--- src/rtl/tmds_pkg.sv ---
// Shared TMDS definitions: control-period symbols, the disparity type and a byte popcount.
package tmds_pkg;

  localparam logic [9:0] CTRL_00 = 10'b1101010100;
  localparam logic [9:0] CTRL_01 = 10'b0010101011;
  localparam logic [9:0] CTRL_10 = 10'b0101010100;
  localparam logic [9:0] CTRL_11 = 10'b1010101011;

  typedef logic signed [4:0] disp_t;

  function automatic logic [3:0] popcount8(input logic [7:0] d);
    logic [3:0] c;
    c = '0;
    for (int i = 0; i < 8; i++) c = c + 4'(d[i]);
    return c;
  endfunction

endpackage

--- src/rtl/tmds_encoder.sv ---
// One TMDS colour channel: 8b/10b transition-minimised, DC-balanced symbol per pixel clock,
// or a fixed control symbol during blanking. One cycle of latency.
module tmds_encoder
  import tmds_pkg::*;
(
  input  logic       clk,
  input  logic       rst_n,
  input  logic [7:0] VD,
  input  logic [1:0] CD,
  input  logic       VDE,
  output logic [9:0] TMDS
);

  logic [3:0]        n1d, n1, n0;
  logic              use_xnor;
  logic [8:0]        q_m;
  logic signed [6:0] cnt_x, diff, q8x2, nq8x2, acc;
  logic [9:0]        tmds_d, tmds_q;
  disp_t             cnt_d, cnt_q;

  // Stage 1: pick XOR or XNOR chaining to minimise transitions.
  always_comb begin
    logic [8:0] qm;
    n1d      = popcount8(VD);
    use_xnor = (n1d > 4'd4) || ((n1d == 4'd4) && !VD[0]);
    qm       = '0;
    qm[0]    = VD[0];
    for (int i = 1; i < 8; i++)
      qm[i] = use_xnor ? ~(qm[i-1] ^ VD[i]) : (qm[i-1] ^ VD[i]);
    qm[8]    = ~use_xnor;
    q_m      = qm;
  end

  // Stage 2: DC balance. Arithmetic runs 7 bits wide so intermediates never wrap.
  always_comb begin
    n1     = popcount8(q_m[7:0]);
    n0     = 4'd8 - n1;
    cnt_x  = {{2{cnt_q[4]}}, cnt_q};
    diff   = signed'({3'b000, n1}) - signed'({3'b000, n0});
    q8x2   = q_m[8] ? 7'sd2 : 7'sd0;
    nq8x2  = q_m[8] ? 7'sd0 : 7'sd2;
    tmds_d = '0;
    acc    = '0;
    if (!VDE) begin
      unique case (CD)
        2'b00: tmds_d = CTRL_00;
        2'b01: tmds_d = CTRL_01;
        2'b10: tmds_d = CTRL_10;
        2'b11: tmds_d = CTRL_11;
      endcase
    end else if ((cnt_q == 5'sd0) || (n1 == n0)) begin
      tmds_d = {~q_m[8], q_m[8], q_m[8] ? q_m[7:0] : ~q_m[7:0]};
      acc    = q_m[8] ? (cnt_x + diff) : (cnt_x - diff);
    end else if ((!cnt_q[4] && (n1 > n0)) || (cnt_q[4] && (n0 > n1))) begin
      tmds_d = {1'b1, q_m[8], ~q_m[7:0]};
      acc    = cnt_x + q8x2 - diff;
    end else begin
      tmds_d = {1'b0, q_m[8], q_m[7:0]};
      acc    = cnt_x + diff - nq8x2;
    end
    cnt_d = disp_t'(acc[4:0]);
  end

  always_ff @(posedge clk) begin
    if (!rst_n) begin
      tmds_q <= CTRL_00;
      cnt_q  <= '0;
    end else begin
      tmds_q <= tmds_d;
      cnt_q  <= cnt_d;
    end
  end

  assign TMDS = tmds_q;

endmodule

--- config.mk ---
export PLATFORM = sky130hd
export DESIGN_NAME = tmds_encoder
export DESIGN_NICKNAME = d
export VERILOG_FILES = /design/src/rtl/tmds_pkg.sv /design/src/rtl/tmds_encoder.sv
export SDC_FILE = /design/constraint.sdc
export NUM_CORES = 1
export LEC_CHECK = 0
export ABC_CLOCK_PERIOD_IN_PS = 8200
export BUFFER_PORTS_ARGS = -buffer_cell sky130_fd_sc_hd__buf_2
export CORE_MARGIN = 3
export CORE_UTILIZATION = 53
export DETAILED_ROUTE_END_ITERATION = 8
export PLACE_DENSITY = 0.87
export SLEW_MARGIN = 20
export SYNTH_ARGS = -nofsm -noshare
export SYNTH_HDL_FRONTEND = slang
export SYNTH_SLANG_ARGS = --single-unit
export TNS_END_PERCENT = 50
--- constraint.sdc ---
create_clock -name clk -period 8.2 [get_ports clk]
set_input_delay 1.23 -clock clk [delete_from_list [all_inputs] [get_ports clk]]
set_output_delay 1.23 -clock clk [all_outputs]
set_load 0.1 [all_outputs]
==> results of run 1 <==
layout make-up:
cell class	instances	area, µm²
multi-input cells	142	1390
fillers	224	843
repair buffers	53	363
flip-flops and latches	15	300
inverters	32	120
well taps	44	55.1
clock buffers	3	22.5
clock inverters	1	7.51
through the flow:
| step | hold slack, ns | area [µm²] |
|---|---|---|
| 2_1_floorplan | 0.461 | 1770 |
| 3_3_place_gp | 0.494 | 2110 |
| 3_5_place_dp | 0.513 | 2110 |
| 4_1_cts | 0.542 | 2140 |
| 5_1_grt | 0.562 | 2260 |
| 6_report | 0.547 | 2260 |
routing by layer:
| layer | wire [µm] | vias up | GRT usage, % |
|---|---|---|---|
| li1 | - | 756 | - |
| met1 | 1920 | 762 | 26.7 |
| met2 | 2370 | 67 | 39.4 |
| met3 | 204 | 16 | 2.14 |
| met4 | 180 | 0 | 8.89 |
| met5 | 0 | - | 0 |
state kept, by name (all words and copies together), names as in the netlist:
name   count
TMDS      10
cnt_q      5
critical path: cells and delay by family:
kind / cells / cell delay, ns
buffers and inverters: 4 / 0.24
and+or+nand+nor: 2 / 0.55
AOI/OAI and AO/OA: 5 / 1.12
muxes: 1 / 0.32
xor gates and xnor gates: 2 / 0.40
adders and majority gates: 11 / 4.64
kinds of logic after synthesis:
group | Yosys count | synth area share (%)
fa+ha+maj | 34 | 29.5
xor+xnor | 25 | 15.5
simple gates | 35 | 10.5
flops | 15 | 17.2
buf+inv | 35 | 7.66
compound gates | 45 | 16.9
mux | 3 | 2.72
path summary, 6_finish.rpt:
| check | endpoint | start | slack, ns | depth (start not counted) |
|---|---|---|---|---|
| min reg2reg | cnt_q[0] | cnt_q[0] | 0.55 | 1 |
| min | cnt_q[0] | cnt_q[0] | 0.55 | 1 |
| max reg2reg | cnt_q[4] | cnt_q[1] | 5.87 | 9 |
| max | cnt_q[4] | VD[0] | -0.12 | 25 |
synth_stat cells (3+ instances only):
| cell | number | area [µm²] |
|---|---|---|
| a21oi_1 | 10 | 50.1 |
| ha_1 | 22 | 275 |
| o21ai_1 | 6 | 30.0 |
| nor3_1 | 3 | 15.0 |
| a211oi_1 | 3 | 22.5 |
| o21ai_0 | 5 | 25.0 |
| xnor2_1 | 13 | 114 |
| o211ai_1 | 3 | 22.5 |
| nor2_1 | 13 | 48.8 |
| a21o_1 | 5 | 37.5 |
| xor2_1 | 7 | 61.3 |
| dfxtp_1 | 15 | 300 |
| xnor2_2 | 3 | 48.8 |
| nand2_1 | 3 | 11.3 |
| nand3_1 | 3 | 15.0 |
| inv_1 | 31 | 116 |
| fa_1 | 12 | 240 |
timing repair:
action,CTS,global route
gates resized for setup,0,17
hold buffers,0,0
buffers inserted,0,5
cloned,0,0
pin swaps,1,6
endpoints found under the setup margin,1,7
==> flow_summary.json, run 1 <==
{
  "wl_per_cell_um": 16.1,
  "ys_ff_latch": 15,
  "worstPathArrival_ns": 8.54,
  "layout_common_cells": "28 x inv_1, 28 x buf_4, 22 x buf_2, 19 x ha_1, 15 x dfxtp_1",
  "cts_tree": "yes",
  "pre_cts_ws_ns": -0.376,
  "drc": 0,
  "cp_slowest_cell": "fa_1",
  "drt-initial-drc-count": 102,
  "port-buffer-count": 22,
  "grt_max_degree": 11,
  "die_area_um2": 4020,
  "fp.dieH_um": 63.4,
  "synth_warnings": 0,
  "crit_type": "in -> reg",
  "run_status": "finished, violations left",
  "min_period_ns": 8.32,
  "area_growth_pct": 29.3,
  "routed_wl_um": 4680,
  "place_hpwl_um": 3330,
  "postSynthCellCount": 192,
  "htreeDepth": 1,
  "gp_congestion": 0.965,
  "ios": 23,
  "grtUsageTotal_pct": 22.0,
  "num_antenna_cells": 0,
  "skew_ns": 0.0129,
  "slew_viol_final": 0,
  "dp.cells": 281,
  "core-area_um2": 3100,
  "final_antenna_net_count": 0,
  "crit_path_end_kind": "flop",
  "synthFlopType": "dfxtp_1",
  "vias": 1601,
  "relSlewSlack_pct": 56.9,
  "insertion_delay_ns": 0.31,
  "dr.pass1.iters": 4,
  "synth_edf_count": 0,
  "critPathRequiredTime_ns": 8.42,
  "crit_top_cell": "fa_1",
  "violations": "negative setup slack",
  "rows": 20,
  "viasPerCell": 5.52,
  "synth.net_count": 239,
  "root_buffer": "clkbuf_4",
  "cp_max_fo": 5,
  "stdcell_count": 290,
  "initial_core_util_pct": 56.3,
  "nNetsFinal": 294,
  "grt_pass1_vias": 1561,
  "rsz0062_at_grt": "true",
  "avgSynthCellArea_um2": 9.10,
  "cts_buffers": 3,
  "drive_gt1_share_pct": 35.4,
  "synth-seq-area-share_pct": 17.2,
  "cp_slowest_stage_delay_ns": 0.56,
  "startpoint_type": "primary input",
  "grt_pass1_wl_um": 6960,
  "antenna_found_initial": 0,
  "drv_cap": 0,
  "grt-ovfl-total": 0,
  "worstMarginPinSlew_ns": 0.639,
  "utilization_pct": 72.8,
  "async_flop_share_pct": 0,
  "clkTransAtPathRegs_ns": 0.11,
  "finalHoldViolations": 0,
  "yosysUniqueCellTypes": 45,
  "cts_max_path_buffers": 2,
  "synth_area_um2": 1750,
  "final.period_utilization_pct": 102,
  "die_w_um": 63.4,
  "setup_viol": 1,
  "cts_sinks": 15,
  "max_freq_mhz": 120,
  "setup_ws_ns": -0.123,
  "hold_class": "reg -> reg",
  "tns_ns": -0.123
}
Power of run 1 is left out: the tool's default activity adds up to more than one toggle a clock period on the data nets, which glitch-free logic cannot reach.
==> inputs of run 2 (changes only) <==
Settings changed: PLACE_DENSITY 0.87 to default, PLACE_DENSITY_LB_ADDON from default to 0.25.
==> run 2 against run 1 <==
Against the previous run:
- the run now ends clean
- worst hold slack worse by 0.0097 ns
- final cell count down 0.69%
- die area unchanged
- critical path type unchanged
- largest cell class unchanged
==> flow_summary.json, run 2 (synthesis results as in run 1) <==
{
  "htreeDepth": 1,
  "grt_pass1_vias": 1564,
  "startpoint_type": "primary input",
  "port-buffer-count": 22,
  "min_period_ns": 8.13,
  "setup_viol": 0,
  "grt_max_degree": 11,
  "clkTransAtPathRegs_ns": 0.11,
  "cts_max_path_buffers": 2,
  "final.period_utilization_pct": 99.1,
  "grt_pass1_wl_um": 6870,
  "ctsHoldBuffers": 0,
  "cp_max_fo": 4,
  "cts_buffers": 3,
  "area_growth_pct": 27.8,
  "cts_tree": "yes",
  "final_common_cell": "buf_4",
  "insertion_delay_ns": 0.30,
  "worstPathArrival_ns": 8.33,
  "gp_congestion": 0.899,
  "cts_sinks": 15,
  "crit_path_end_kind": "flop",
  "root_buffer": "clkbuf_4",
  "initial_core_util_pct": 56.3,
  "rsz0062_at_grt": "true",
  "max_freq_mhz": 123,
  "wl_per_cell_um": 14.5,
  "drt-initial-drc-count": 70,
  "drc": 0,
  "num_antenna_cells": 0,
  "dp.cells": 279,
  "stdcell_count": 288,
  "finalHoldViolations": 0,
  "layout_common_cells": "29 x buf_4, 27 x inv_1, 22 x buf_2, 18 x ha_1, 15 x dfxtp_1",
  "crit_type": "in -> reg",
  "run_status": "finished, final reports clean",
  "viasPerCell": 5.35,
  "skew_ns": 0.0111,
  "dr.pass1.iters": 4,
  "routed_wl_um": 4180,
  "nNetsFinal": 292,
  "worstMarginPinSlew_ns": 0.475,
  "final_antenna_net_count": 0,
  "largest_reg_flops": 10,
  "drive_gt1_share_pct": 34.4,
  "core-area_um2": 3100,
  "drv_cap": 0,
  "relSlewSlack_pct": 68.0,
  "hold_class": "reg -> reg",
  "die_area_um2": 4020,
  "place_hpwl_um": 3330,
  "grtUsageTotal_pct": 21.6,
  "die_w_um": 63.4,
  "rows": 20,
  "fillers": 255,
  "grt-ovfl-total": 0,
  "antenna_found_initial": 0,
  "critPathRequiredTime_ns": 8.40,
  "slew_viol_final": 0,
  "ios": 23,
  "vias": 1540,
  "fp.dieH_um": 63.4
}
## run 2: through the flow
step	utilization, %	hold slack (ns)	area (µm²)	setup slack, ns	setup TNS [ns]
6_report	72.0	0.538	2230	0.0709	0
5_1_grt	72.0	0.559	2230	-0.194	-0.259
4_1_cts	69.6	0.536	2160	-0.00816	-0.00816
3_5_place_dp	67.4	0.508	2090	-0.440	-0.920
3_3_place_gp	67.4	0.507	2090	-0.188	-0.188
2_1_floorplan	-	0.461	1770	-0.210	-0.210
## run 2: routing by layer
layer | vias up | share of wire [%] | global-route usage (%)
met4 | 0 | 4.6 | 8.63
met3 | 16 | 2.4 | 3.92
met1 | 740 | 41 | 24.4
met2 | 32 | 52 | 39.5
li1 | 752 | - | -
met5 | - | 0 | 0
## run 2: repair_timing
action / 4_1_cts / 5_1_grt
gates resized for setup: 6 / 12
pin swaps: 7 / 3
setup endpoints to repair: 1 / 7
buffers inserted: 3 / 2
## run 2: final timing paths
path / startpoint / end / slack (ns) / cells past startpoint
worst max-delay path: VD[3] / cnt_q[4] / 0.07 / 27
worst min-delay path: cnt_q[0] / cnt_q[0] / 0.54 / 1
worst max register to register: cnt_q[1] / cnt_q[4] / 5.95 / 10
worst min register to register: cnt_q[0] / cnt_q[0] / 0.54 / 1
## run 2: layout make-up
class / count / area [µm²] / area share (%)
Multi-Input combinational cell: 142 / 1400 / 62.7
Timing Repair Buffer: 51 / 328 / 14.7
Inverter: 32 / 123 / 5.49
Clock inverter: 1 / 5.00 / 0.224
Sequential cell: 15 / 300 / 13.4
Tap cell: 44 / 55.1 / 2.46
Clock buffer: 3 / 22.5 / 1.01
## run 2: worst max-delay path, stage by stage
cell and delay [ns]:
buf_2 0.10, inv_2 0.04, fa_1 0.50, fa_1 0.50, fa_1 0.52, inv_2 0.05
ha_4 0.16, fa_1 0.49, or3b_4 0.40, a21o_1 0.18, and2_4 0.16, xor2_1 0.17
fa_1 0.48, inv_1 0.05, fa_1 0.52, fa_1 0.42, ha_2 0.20, fa_2 0.56
inv_2 0.07, ha_4 0.17, inv_4 0.06, fa_1 0.45, a21oi_2 0.15, o21a_1 0.12
nor3_1 0.04, o31ai_2 0.20, mux2_1 0.34
Power of run 2 is left out for the same reason.
